`src/rtl/instruction_fetch_unit_if.sv`:
```
// Instruction fetch bus: memory read port plus dispatcher valid/ready handshake.
//  master (fetch unit): drives address, nRead, instr_valid, opcode/dest/src1/src2, pc
//                       samples DataIn, instr_ready
//  slave  (memory + dispatcher): the mirror image
interface instruction_fetch_unit_if;
    logic [15:0]  address;
    logic         nRead;
    logic [255:0] DataIn;
    logic         instr_valid;
    logic         instr_ready;
    logic [7:0]   opcode;
    logic [7:0]   dest;
    logic [7:0]   src1;
    logic [7:0]   src2;
    logic [11:0]  pc;

    modport master (
        output address, nRead, instr_valid, opcode, dest, src1, src2, pc,
        input  DataIn, instr_ready
    );

    modport slave (
        input  address, nRead, instr_valid, opcode, dest, src1, src2, pc,
        output DataIn, instr_ready
    );
endinterface

```
`src/rtl/instruction_fetch_unit.sv`:
```
// Fetches 32-bit instruction words from the instruction memory one at a time,
// splits them into opcode/dest/src1/src2 and presents them to the dispatcher.
// Stops on opcode FFh (stop word, never presented) or when pc reaches DEPTH.
//  Clk, nReset : clock, asynchronous active-low reset
//  start       : 1-cycle pulse, honoured in IDLE/HALT only
//  bus         : memory read port and dispatcher handshake (master side)
//  busy        : high in REQ, CAPT, VALID
//  halted      : high in HALT
//  overrun     : sticky, halt was caused by pc reaching DEPTH
module instruction_fetch_unit #(
    parameter logic [3:0]  INSTR_SEL = 4'b1000,
    parameter int unsigned DEPTH     = 10,
    parameter logic [11:0] START_PC  = 12'h000
) (
    input  logic                     Clk,
    input  logic                     nReset,
    input  logic                     start,
    instruction_fetch_unit_if.master bus,
    output logic                     busy,
    output logic                     halted,
    output logic                     overrun
);
    localparam int unsigned PC_W   = 12;
    localparam int unsigned ADDR_W = 16;
    localparam int unsigned WORD_W = 32;

    localparam logic [2:0] S_IDLE  = 3'd0;
    localparam logic [2:0] S_REQ   = 3'd1;
    localparam logic [2:0] S_CAPT  = 3'd2;
    localparam logic [2:0] S_VALID = 3'd3;
    localparam logic [2:0] S_HALT  = 3'd4;

    // One extra bit so DEPTH == 4096 compares correctly against pc+1.
    localparam logic [PC_W:0] DEPTH_END = (PC_W+1)'(DEPTH);
    localparam logic [7:0]    STOP_OP   = 8'hFF;

    logic [2:0]        state_q,   state_n;
    logic [PC_W-1:0]   pc_q,      pc_n;
    logic [ADDR_W-1:0] addr_q,    addr_n;
    logic              nread_q,   nread_n;
    logic              valid_q,   valid_n;
    logic [WORD_W-1:0] word_q,    word_n;
    logic              busy_q,    busy_n;
    logic              halted_q,  halted_n;
    logic              overrun_q, overrun_n;
    logic [PC_W:0]     pc_inc;

    // Only the low word of the memory bus carries the instruction.
    logic unused_data_hi;
    assign unused_data_hi = ^bus.DataIn[255:WORD_W];

    assign pc_inc = {1'b0, pc_q} + (PC_W+1)'(1);

    // State and registered outputs.
    always_ff @(posedge Clk or negedge nReset) begin
        if (!nReset) begin
            state_q   <= S_IDLE;
            pc_q      <= START_PC;
            addr_q    <= '0;
            nread_q   <= 1'b1;
            valid_q   <= 1'b0;
            word_q    <= '0;
            busy_q    <= 1'b0;
            halted_q  <= 1'b0;
            overrun_q <= 1'b0;
        end else begin
            state_q   <= state_n;
            pc_q      <= pc_n;
            addr_q    <= addr_n;
            nread_q   <= nread_n;
            valid_q   <= valid_n;
            word_q    <= word_n;
            busy_q    <= busy_n;
            halted_q  <= halted_n;
            overrun_q <= overrun_n;
        end
    end

    // Next state and next register values; the strobe is computed one cycle
    // ahead so nRead/address are low/valid exactly while in REQ.
    always_comb begin
        state_n   = state_q;
        pc_n      = pc_q;
        addr_n    = '0;
        nread_n   = 1'b1;
        valid_n   = valid_q;
        word_n    = word_q;
        overrun_n = overrun_q;

        case (state_q)
            S_IDLE, S_HALT: begin
                if (start) begin
                    state_n   = S_REQ;
                    pc_n      = START_PC;
                    overrun_n = 1'b0;
                    addr_n    = {INSTR_SEL, START_PC};
                    nread_n   = 1'b0;
                end
            end
            S_REQ: begin
                state_n = S_CAPT;
            end
            S_CAPT: begin
                // DataIn is only looked at here, so X elsewhere cannot leak.
                word_n = bus.DataIn[WORD_W-1:0];
                if (bus.DataIn[31:24] == STOP_OP) begin
                    state_n = S_HALT;
                end else begin
                    state_n = S_VALID;
                    valid_n = 1'b1;
                end
            end
            S_VALID: begin
                if (valid_q && bus.instr_ready) begin
                    valid_n = 1'b0;
                    pc_n    = pc_inc[PC_W-1:0];
                    if (pc_inc == DEPTH_END) begin
                        state_n   = S_HALT;
                        overrun_n = 1'b1;
                    end else begin
                        state_n = S_REQ;
                        addr_n  = {INSTR_SEL, pc_inc[PC_W-1:0]};
                        nread_n = 1'b0;
                    end
                end
            end
            default: begin
                state_n = S_IDLE;
                valid_n = 1'b0;
            end
        endcase

        busy_n   = (state_n == S_REQ) || (state_n == S_CAPT) || (state_n == S_VALID);
        halted_n = (state_n == S_HALT);
    end

    assign bus.address     = addr_q;
    assign bus.nRead       = nread_q;
    assign bus.instr_valid = valid_q;
    assign bus.opcode      = word_q[31:24];
    assign bus.dest        = word_q[23:16];
    assign bus.src1        = word_q[15:8];
    assign bus.src2        = word_q[7:0];
    assign bus.pc          = pc_q;
    assign busy            = busy_q;
    assign halted          = halted_q;
    assign overrun         = overrun_q;
endmodule
```
`src/flat_wrapper.sv`:
```
// flat-port wrapper written by rule: the top's interface ports become plain ports
module instruction_fetch_unit_flat 
#(
    parameter logic [3:0]  INSTR_SEL = 4'b1000,
    parameter int unsigned DEPTH     = 10,
    parameter logic [11:0] START_PC  = 12'h000
)
  (Clk, nReset, start, busy, halted, overrun, bus_address, bus_nRead, bus_instr_valid, bus_opcode, bus_dest, bus_src1, bus_src2, bus_pc, bus_DataIn, bus_instr_ready);
  instruction_fetch_unit_if bus_i ();
  input  logic Clk;
  input  logic nReset;
  input  logic start;
  output logic busy;
  output logic halted;
  output logic overrun;
  output wire logic [$bits(bus_i.address)-1:0] bus_address;
  output wire logic [$bits(bus_i.nRead)-1:0] bus_nRead;
  output wire logic [$bits(bus_i.instr_valid)-1:0] bus_instr_valid;
  output wire logic [$bits(bus_i.opcode)-1:0] bus_opcode;
  output wire logic [$bits(bus_i.dest)-1:0] bus_dest;
  output wire logic [$bits(bus_i.src1)-1:0] bus_src1;
  output wire logic [$bits(bus_i.src2)-1:0] bus_src2;
  output wire logic [$bits(bus_i.pc)-1:0] bus_pc;
  input wire logic [$bits(bus_i.DataIn)-1:0] bus_DataIn;
  input wire logic [$bits(bus_i.instr_ready)-1:0] bus_instr_ready;
  assign bus_address = bus_i.address;
  assign bus_nRead = bus_i.nRead;
  assign bus_instr_valid = bus_i.instr_valid;
  assign bus_opcode = bus_i.opcode;
  assign bus_dest = bus_i.dest;
  assign bus_src1 = bus_i.src1;
  assign bus_src2 = bus_i.src2;
  assign bus_pc = bus_i.pc;
  assign bus_i.DataIn = bus_DataIn;
  assign bus_i.instr_ready = bus_instr_ready;
  instruction_fetch_unit #(.INSTR_SEL(INSTR_SEL), .DEPTH(DEPTH), .START_PC(START_PC)) u_core (.Clk(Clk), .nReset(nReset), .start(start), .bus(bus_i), .busy(busy), .halted(halted), .overrun(overrun));
endmodule
```
`config.mk`:
```
export PLATFORM = sky130hd
export DESIGN_NAME = instruction_fetch_unit_flat
export DESIGN_NICKNAME = d
export VERILOG_FILES = /design/src/rtl/instruction_fetch_unit_if.sv /design/src/rtl/instruction_fetch_unit.sv /design/src/flat_wrapper.sv
export SDC_FILE = /design/constraint.sdc
export NUM_CORES = 1
export LEC_CHECK = 0
export CAP_MARGIN = 15
export CORE_AREA = 2 2 125 127
export DETAILED_ROUTE_END_ITERATION = 16
export DIE_AREA = 0 0 127 129
export GPL_ROUTABILITY_DRIVEN = 0
export GPL_TIMING_DRIVEN = 0
export SYNTH_ARGS = -nofsm -noshare
export SYNTH_HDL_FRONTEND = slang
export SYNTH_SLANG_ARGS = --single-unit
```
`constraint.sdc`:
```
create_clock -name Clk -period 1.8 [get_ports Clk]
set_input_delay 0.18 -clock Clk [delete_from_list [all_inputs] [get_ports Clk]]
set_output_delay 0.18 -clock Clk [all_outputs]
set_load 0.005 [all_outputs]
```
==> impl_metrics.csv, run 1 <==
group,metric,value,unit
status,outcome,"complete, but fails checks",
status,failed_checks,"setup timing",
power,power_density,1455,nW/um^2
die,coreArea,14980,um^2
routing,via_per_inst,4.033,
cells_and_area,drive_gt1_frac,0.3014,
power,p_leak,0.001876,uW
yosys,synth_seq_cells,65,
global_route,grt_pass1_wl,14.04,mm
yosys,yosysSeqAreaShare,0.5866,
clock_tree,insertion_delay,0.33,ns
timing,min_period,1.827,ns
clock_tree,cts_tree,"yes",
placed_design,hpwlAfterDp,6.770,mm
cells_and_area,nFillCells,1519,
yosys,yosysWarnings,0,
routing,drc,0,
routing,drt_iter0_markers,118,
timing,fin_skew,0.005179,ns
timing,slew_headroom,0.4604,
routing,wl_per_cell,16.94,um
clock_tree,numCtsBuffers,9,
routing,drtPass1Iterations,4,
timing,hold_viol,0,
die,die_area,16380,um^2
timing,max_clock_freq,0.5473,GHz
timing,max_slew.worst_pin.slew,0.8093,ns
power,vdd.ir_drop.worst,0.5260,mV
cells_and_area,fin_util,0.3056,
clock_tree,cts_buffer_depth,2,
die,die_h,129,um
cells_and_area,fin_cells,544,
timing,setup_viol,4,
yosys,synth_area,2775,um^2
yosys,synthCells,223,
timing,setup_ws,-0.02732,ns
routing,vias,2194,
clock_tree,clockRootBuffer,"clkbuf_16",
setup_path,crit_fanout,6,
timing,slew_violations,0,
die,fp.dieW,127,um
timing,post-route-period-util,1.015,
yosys,synth_edf_count,0,
cells_and_area,regArea,1638,um^2
clock_tree,path_clk_slew,0.06,ns
cells_and_area,nets,612,
setup_path,cp-start-kind,"flip-flop",
clock_tree,htree_levels,3,
setup_path,required,2.02,ns
global_route,grt_usage,0.1165,
yosys,synth.avg_cell_area,12.44,um^2
yosys,synth_ff_type,"dfrtp_1",
global_route,grt_pass1_vias,2387,
placed_design,dp.cells,510,
yosys,yosysUniqueCellTypes,44,
min_path,hp-class,"input port to flip-flop",
placed_design,io_buffers,97,
setup_path,arrival,2.05,ns
die,ios,325,
setup_path,path_class,"flip-flop to flip-flop",
routing,antenna_left,0,
cells_and_area,multi_input_area,1189,um^2
global_route,overflow,0,
die,start_util,0.1853,
placed_design,place_ws,-0.3446,ns
routing,routed_wl,9.215,mm
setup_path,end_kind,"flip-flop",
die,rows,45,
job,max_cap_viol_count,0,
clock_tree,clock-sinks,65,
timing,rsz0062_at_grt,"yes",
yosys,synthArstFlopShare,1.000,
global_route,grt_start_max_net_pins,66,
cells_and_area,syn2layout_area_growth,64.92,%
global_route,antenna_found_initial,0,
metrics by stage:
stage                     instance area (um^2)  total power, uW  TNS (ns)  hold WS, ns
final                                     4577             6658  -0.08160       0.4553
after global routing                      4574             7114    -1.637       0.4457
after CTS                                 4502             6734  -0.03508       0.4444
after detailed placement                  4006             4699    -11.71       0.3368
after global placement                    4009             4661   -114.14       0.4927
after floorplan                           2803             3277         0      -0.1156
kinds of logic after synthesis:
group | share of synthesized area
simple gates | 0.1465
flops | 0.5866
buf+inv | 0.02479
xor+xnor | 0.02841
mux | 0.1298
fa+ha+maj | 0.009016
compound gates | 0.07349
other cells | 0.001351
cell type report:
| cell class | instances | area share |
|---|---|---|
| repair buffers | 116 | 0.2433 |
| multi-input cells | 145 | 0.2597 |
| plain buffers | 9 | 0.01367 |
| clock inverters | 6 | 0.02023 |
| flip-flops and latches | 65 | 0.3578 |
| clock buffers | 10 | 0.05003 |
| well taps | 188 | 0.05139 |
| diodes | 1 | 0.0005467 |
| inverters | 4 | 0.003280 |
placed cells by master, fill, tap and decap left out, types with 3 or more instances in the layout:
cell type         n
a21o_1            6
nand2_1          13
nor2_1           18
nand3_4           3
inv_1             4
o21ai_1           6
conb_1            3
nor2_4            3
nand4_1           3
buf_4            22
clkdlybuf4s50_1  96
dfrtp_1          56
o21ai_0           6
dfrtp_2           8
xnor2_1           6
nand3_1           8
clkbuf_16         9
nor3_1            4
mux2_2           32
Yosys cell counts (2+ instances only):
cell       count  area (um^2)
ha_1           2        25.02
o21ai_1        5        25.02
o21ai_0        7        35.03
mux2_2        32        360.4
o2bb2ai_1      2        17.52
and2_1         2        12.51
clkbuf_1       6        22.52
xnor2_1        7        61.31
nor3_1         5        25.02
or2_2          2        12.51
nand3_1       11        55.05
xor2_1         2        17.52
buf_4          3        22.52
dfrtp_1       64         1602
a21o_1         6        45.04
inv_1          4        15.01
nor2_1        21        78.83
nand4_1        3        18.77
nand2_1       14        52.55
report_power, final:
| part | switching (uW) | total (uW) | internal, uW |
|---|---|---|---|
| sequential | 355 | 2310 | 1960 |
| clock | 662 | 1880 | 1220 |
| combinational | 951 | 2470 | 1510 |
| total | 1970 | 6660 | 4690 |
final timing paths:
path                            slack [ns]                              end  depth (start not counted)                           from
worst min-delay path                  0.46     u_core.word_q[9]$_DFFE_PN0P_                          2                  bus_DataIn[9]
max in group asynchronous             0.73     u_core.bus.pc[8]$_DFFE_PN0P_                          2                         nReset
min in group asynchronous             0.49  u_core.bus.address[5]$_DFF_PN0_                          2                         nReset
worst min register to register        0.51    u_core.word_q[23]$_DFFE_PN0P_                          1  u_core.word_q[23]$_DFFE_PN0P_
worst max-delay path                 -0.03       u_core.overrun$_DFFE_PN0P_                          7   u_core.bus.pc[0]$_DFFE_PN0P_
worst max register to register       -0.03       u_core.overrun$_DFFE_PN0P_                          7   u_core.bus.pc[0]$_DFFE_PN0P_
routing by layer:
metal / vias to the layer above / GRT usage / part of all wire
met4: 0 / 0.03491 / 0.012
met5: - / 0 / 0
met2: 89 / 0.1480 / 0.38
li1: 1032 / - / -
met3: 12 / 0.07069 / 0.12
met1: 1061 / 0.1621 / 0.49
sequential cells by signal, indices dropped and copies added (netlist names):
| signal | cells |
|---|---|
| u_core.busy | 1 |
| u_core.bus.instr_valid | 1 |
| u_core.state_q | 3 |
| u_core.bus.nRead | 1 |
| u_core.halted | 1 |
| u_core.bus.pc | 12 |
| u_core.bus.address | 13 |
| u_core.overrun | 1 |
| u_core.word_q | 32 |
what timing repair did:
| action | 4_1_cts | 5_1_grt |
|---|---|---|
| cloned | 0 | 0 |
| gates resized for setup | 25 | 9 |
| pin swaps | 11 | 3 |
| hold buffers | 1 | 0 |
| endpoints found under the hold margin | 64 | 0 |
| setup endpoints to repair | 53 | 52 |
| setup buffers | 11 | 7 |
worst max-delay path: stages, from the launching register on:
cell and delay (ns):
dfrtp_2 0.43, ha_4 0.18, nand3_4 0.13, nor3_2 0.15
and4b_1 0.24, o2111ai_4 0.26, nor2_2 0.10, a22o_1 0.24
(Power assumes the default switching activity.)
==> run 2, diff against run 1 <==
CORE_AREA = 5 5 124 126   (was 2 2 125 127)
DIE_AREA = 0 0 129 131   (was 0 0 127 129)
==> run 2 against run 1 <==
Compared with the run above:
- die area up 3.1%
- utilization up 1.5 points
- largest power group unchanged
- clock skew up 0.0018 ns
- highest routed layer is now met5
- register-to-register slack worse by 0.03 ns
- sequential power about the same
- the run still ends with setup timing left
- combinational power about the same
- critical endpoint is now u_core.bus.pc[5]$_DFFE_PN0P_
- count of clock-buffer cells in the layout up 1
==> impl_metrics.csv, run 2 (synthesized netlist as in run 1, its figures left out) <==
group,metric,value,unit
die,die_h,131,um
routing,drc,0,
timing,setup-tns-final,-0.2947,ns
setup_path,end_kind,"flip-flop",
cells_and_area,nets,609,
global_route,grt_start_max_net_pins,66,
die,rows,44,
global_route,grt_pass1_vias,2401,
die,ios,325,
timing,slew_headroom,0.4543,
cells_and_area,drive_gt1_frac,0.3097,
setup_path,crit_chain,"ha_4, buf_4, nor3_1, a31oi_1, o21ai_1, o2111ai_4, o21ai_4, o21ai_1",
clock_tree,path_clk_slew,0.06,ns
global_route,grt_pass1_wl,14.44,mm
die,die_area,16900,um^2
clock_tree,clockRootBuffer,"clkbuf_16",
die,start_util,0.1954,
power,p_leak,0.001860,uW
routing,drt_iter0_markers,74,
setup_path,crit_top_cell,"o21ai_1",
die,fp.dieW,129,um
clock_tree,insertion_delay,0.33,ns
timing,fin_skew,0.006936,ns
clock_tree,cts_buffer_depth,2,
global_route,grt_usage,0.1144,
timing,max_clock_freq,0.5384,GHz
routing,antenna_left,0,
cells_and_area,antennaDiodeCount,0,
power,power_density,1433,nW/um^2
cells_and_area,largest_register_ffs,32,
status,outcome,"complete, but fails checks",
setup_path,path_delay_family,"compound AO/OA/AOI/OAI gates",
setup_path,path_buf_inv,1,
clock_tree,cts_tree,"yes",
setup_path,path_class,"flip-flop to flip-flop",
routing,vias,2200,
placed_design,io_buffers,97,
clock_tree,htree_levels,3,
timing,post-route-period-util,1.032,
clock_tree,clock-sinks,65,
status,failed_checks,"setup timing",
timing,setup_viol,9,
global_route,overflow,0,
timing,hold_viol,0,
timing,slew_violations,0,
job,max_cap_viol_count,0,
setup_path,arrival,2.06,ns
placed_design,hpwlAfterDp,7.077,mm
clock_tree,numCtsBuffers,9,
timing,setup_ws,-0.05724,ns
setup_path,crit_slowest_cell,"dfrtp_2",
power,finalPower,6526,uW
setup_path,critPathMaxStageDelay,0.44,ns
cells_and_area,mostFrequentLayoutCells,"clkdlybuf4s50_1, dfrtp_1, mux2_2",
power,vdd.ir_drop.worst,0.6754,mV
timing,min_period,1.857,ns
cells_and_area,final_common_cell,"clkdlybuf4s50_1",
cells_and_area,final_cell_area,4554,um^2
timing,rsz0062_at_grt,"yes",
routing,wl_per_cell,17.70,um
routing,drtPass1Iterations,4,
routing,via_per_inst,4.104,
placed_design,placed_area,4001,um^2
global_route,antenna_found_initial,3,
cells_and_area,nFillCells,1447,
die,coreArea,14200,um^2
cells_and_area,regMostFlops,"u_core.word_q",
min_path,hp-class,"input port to flip-flop",
setup_path,required,2.00,ns
setup_path,crit_fanout,8,
cells_and_area,syn2layout_area_growth,64.11,%
setup_path,cp-start-kind,"flip-flop",
routing,routed_wl,9.489,mm
timing,max_slew.worst_pin.slew,0.8186,ns
[run 2: cell count changes in the layout (fill, tap and decap cells not counted), sizes merged]
cell,delta
diode,-1
buf,-3
bufinv,-1
clkbuf,+1
clkinv,+1
clkinvlp,-1
[run 2: final timing paths]
kind	cells after the start	end	slack [ns]	start
worst max-delay path	8	u_core.bus.pc[5]$_DFFE_PN0P_	-0.06	u_core.bus.pc[0]$_DFFE_PN0P_
worst min-delay path	2	u_core.word_q[9]$_DFFE_PN0P_	0.46	bus_DataIn[9]
worst max register to register	8	u_core.bus.pc[5]$_DFFE_PN0P_	-0.06	u_core.bus.pc[0]$_DFFE_PN0P_
worst min register to register	1	u_core.word_q[1]$_DFFE_PN0P_	0.51	u_core.word_q[1]$_DFFE_PN0P_
max in group asynchronous	2	u_core.bus.pc[8]$_DFFE_PN0P_	0.71	nReset
min in group asynchronous	2	u_core.bus.pc[5]$_DFFE_PN0P_	0.51	nReset
[run 2: final cells by class]
type	instances	area, um^2	share of cell area
sequential	65	1638	0.3596
multi-input combinational	145	1220	0.2679
timing repair buffer	113	1099	0.2412
clock buffer	11	242.7	0.05330
tap	184	230.2	0.05055
clock inverter	5	56.30	0.01236
buffer	9	53.80	0.01181
inverter	4	15.01	0.003297
[run 2: report_power, final]
group / switching [uW] / internal [uW]
Clock: 619 / 1110
Combinational: 987 / 1510
Sequential: 342 / 1960
Total: 1950 / 4580
[run 2: routing by layer]
| layer | GRT usage | wire length [um] | share of wire |
|---|---|---|---|
| met5 | 0 | 28 | 0.0030 |
| met4 | 0.02409 | 87 | 0.0092 |
| met3 | 0.07358 | 1120 | 0.12 |
| met2 | 0.1537 | 3678 | 0.39 |
| met1 | 0.1541 | 4574 | 0.48 |
[run 2: through the flow]
step | setup WS [ns] | utilization | hold slack, ns | cells
global route | -0.1503 | 0.3206 | 0.4555 | 536
global placement | -1.886 | 0.2819 | 0.4924 | 506
finish | -0.05724 | 0.3206 | 0.4605 | 536
detailed placement | -0.3720 | 0.2817 | 0.3453 | 506
floorplan | 0.02388 | - | -0.1156 | 225
CTS | -0.09273 | 0.3159 | 0.4504 | 531
[run 2: worst register-to-register path: cells and delay by family, from the launching register on]
kind                       cells  cell delay (ns)
buffers and inverters          1             0.14
DFF                            1             0.44
adders and majority gates      1             0.18
AOI/OAI and AO/OA              5             0.83
and+or+nand+nor                1             0.14
[run 2: repair_timing]
action / in CTS / in global routing
endpoints found under the setup margin: 52 / 52
buffers inserted: 10 / 5
pin swaps: 13 / 10
hold endpoints to repair: 27 / 0
resized for setup: 24 / 14
cloned: 0 / 0
hold buffers: 1 / 0
==> variant: new RTL, settings of run 1 <==
Put one more register stage on the output `overrun`. The value now appears one clock later. The other outputs are not delayed to match.
--- a/src/rtl/instruction_fetch_unit.sv
+++ b/src/rtl/instruction_fetch_unit.sv
@@ -145,4 +145,6 @@
     assign busy            = busy_q;
     assign halted          = halted_q;
-    assign overrun         = overrun_q;
+    always_ff @(posedge Clk) begin
+        overrun <= overrun_q;
+    end
 endmodule
Check against the original RTL: same outputs for any inputs over 10 cycles, from zero or initial values and one cycle with nReset low; that may be too few to reach the edited logic, so the function may still have changed.
==> variant against run 1 <==
Sequential cell count up 1. Highest routed layer unchanged. Wire length down 12%. The run still ends with setup timing left. Via count is 4.0% higher. Synthesized area rose by 3.3%. Power fell by 0.62%. Clock skew shrank 0.86 ps. Count of clock-buffer cells in the layout decreased by 1. Final area grew 0.38%. Critical path depth shrank 1. Fmax is 16% lower. Setup slack worse by 350 ps. Sequential power is 2% lower. Cell count rose by 0.37%.
==> variant: results (changes against run 1) <==
Synth async-reset ratio=98.5% (-1.5 points); worst setup margin=-377 ps (-349 ps); DP Cell Count=520 (+2.0%); Max IR drop VDD=0.000715 V (+36%); Hold WS=375 ps (-80.5 ps); Worst Skew=4.32 ps (-0.857 ps); outcome=finished with violations; failing checks=setup timing; Leak=0.00188 uW (about the same); Hold Crit Depth=0 (-2); Distinct cells, synth=49 (+11%); reg2reg path depth=6 (-1); worst-path maximum fanout=5 (-1); final net count=615 (+0.49%); Post-Syn Area per Cell=12.3 sq um (-1.1%); commonest cells in the netlist=dfrtp_1 (64), mux2_2 (32), nor2_1 (15); initial DRC count=40 (-66%); slowest CP cell=a2111o_1; post-DR wirelength/cell=14.8 microns (-13%); HPWL after DPL=5.69 mm (-16%); Final setup viols=10 (+6); Critical R2R Capture=u_core.state_q[2]$_DFF_PN0_; Slew @ Worst Pin=824 ps (+14.3 ps); global-route usage over all layers=10.0% (-1.6 points); Arr. time, crit path=2430 ps (+380 ps); share of cells above drive strength 1=26.8% (-3.3 points); Hold Crit Class=reg -> reg; n_diodes=0 (-1); final wirelength=8.07 mm (-12%); Synth area leaders=dfrtp_1 (56%), mux2_2 (13%), o21ai_0 (2.1%); hold endpoint=u_core.overrun$_DFF_P_; Worst path max stage delay=520 ps (+90 ps); placed inst area=0.00409 sq mm (+2.2%); sequential fraction of the synthesis area=57.5% (-1.2 points)
## variant: changes by cell type in the layout (fill, tap and decap cells not counted), sizes merged, moves of 3 or more
| cell | delta |
|---|---|
| nand3 | -7 |
| a21oi | +3 |
| buf | -4 |
| nand2 | -4 |
| nor2 | -7 |
## variant: cells by family (layout without fill, tap and decap cells)
kind of cell,count (synthesis),after routing,synth area share (%)
compound gates,37,37,9.08
xor+xnor,10,10,3.05
fa+ha+maj,2,2,0.872
buf+inv,17,140,3.27
flops,66,66,57.5
mux,33,33,12.9
other cells,1,3,0.131
simple gates,67,67,13.2
## variant: repair_timing
action | CTS | global route
gates cloned | 0 | 0
setup buffers | 8 | 3
pin swaps | 3 | 5
gates resized for setup | 14 | 11
hold buffers | 1 | 0
endpoints found under the setup margin | 52 | 45
hold endpoints to repair | 26 | 0
## variant: worst reg2reg max path, stage by stage, from the launching register on
cell and delay (ps):
dfrtp_2 430, ha_4 170, and4_4 180, and4_4 150, or4b_4 500, a2111o_1 520
o21ai_1 150
## variant: layout make-up
cell class | instances | area, sq um
fill | 1531 | 10400
sequential | 66 | 1650
multi-input combinational | 152 | 1220
timing repair buffer | 109 | 1060
tap | 188 | 235
clock buffer | 9 | 225
clock inverter | 7 | 101
buffer | 13 | 85.1
inverter | 2 | 7.51
## variant: through the flow
stage	utilization (%)	setup WS, ps	total power (uW)	TNS, ps
floorplan	-	-408	3250	-3370
global placement	27.4	-1880	4510	-124790
detailed placement	27.3	-670	4550	-19850
CTS	30.2	-361	6650	-3220
global route	30.7	-445	7000	-4500
finish	30.7	-377	6620	-3450
## variant: power by group
group / switching, uW / internal (uW)
Sequential: 284 / 1970
Combinational: 912 / 1510
Clock: 714 / 1230
Total: 1910 / 4710
## variant: how the worst max path moves through the flow
| stage | startpoint | end |
|---|---|---|
| after floorplan | u_core.bus.pc[0]$_DFFE_PN0P_ | u_core.state_q[0]$_DFF_PN0_ |
| after global placement | nReset | u_core.bus.pc[1]$_DFFE_PN0P_ |
| after detailed placement | u_core.bus.pc[0]$_DFFE_PN0P_ | u_core.state_q[0]$_DFF_PN0_ |
| after CTS | u_core.bus.pc[0]$_DFFE_PN0P_ | u_core.state_q[0]$_DFF_PN0_ |
| after global routing | u_core.bus.pc[1]$_DFFE_PN0P_ | u_core.halted$_DFF_PN0_ |
| final | u_core.bus.pc[0]$_DFFE_PN0P_ | u_core.state_q[2]$_DFF_PN0_ |
## variant: layer usage
| layer | wire length [microns] | track usage (%) | vias up | part of all wire (%) |
|---|---|---|---|---|
| met2 | 3900 | 15.4 | 79 | 48 |
| met4 | 144 | 4.65 | 0 | 1.8 |
| met3 | 537 | 3.12 | 10 | 6.7 |
| li1 | - | - | 1058 | - |
| met1 | 3490 | 12.9 | 1134 | 43 |
| met5 | 0 | 0 | - | 0 |
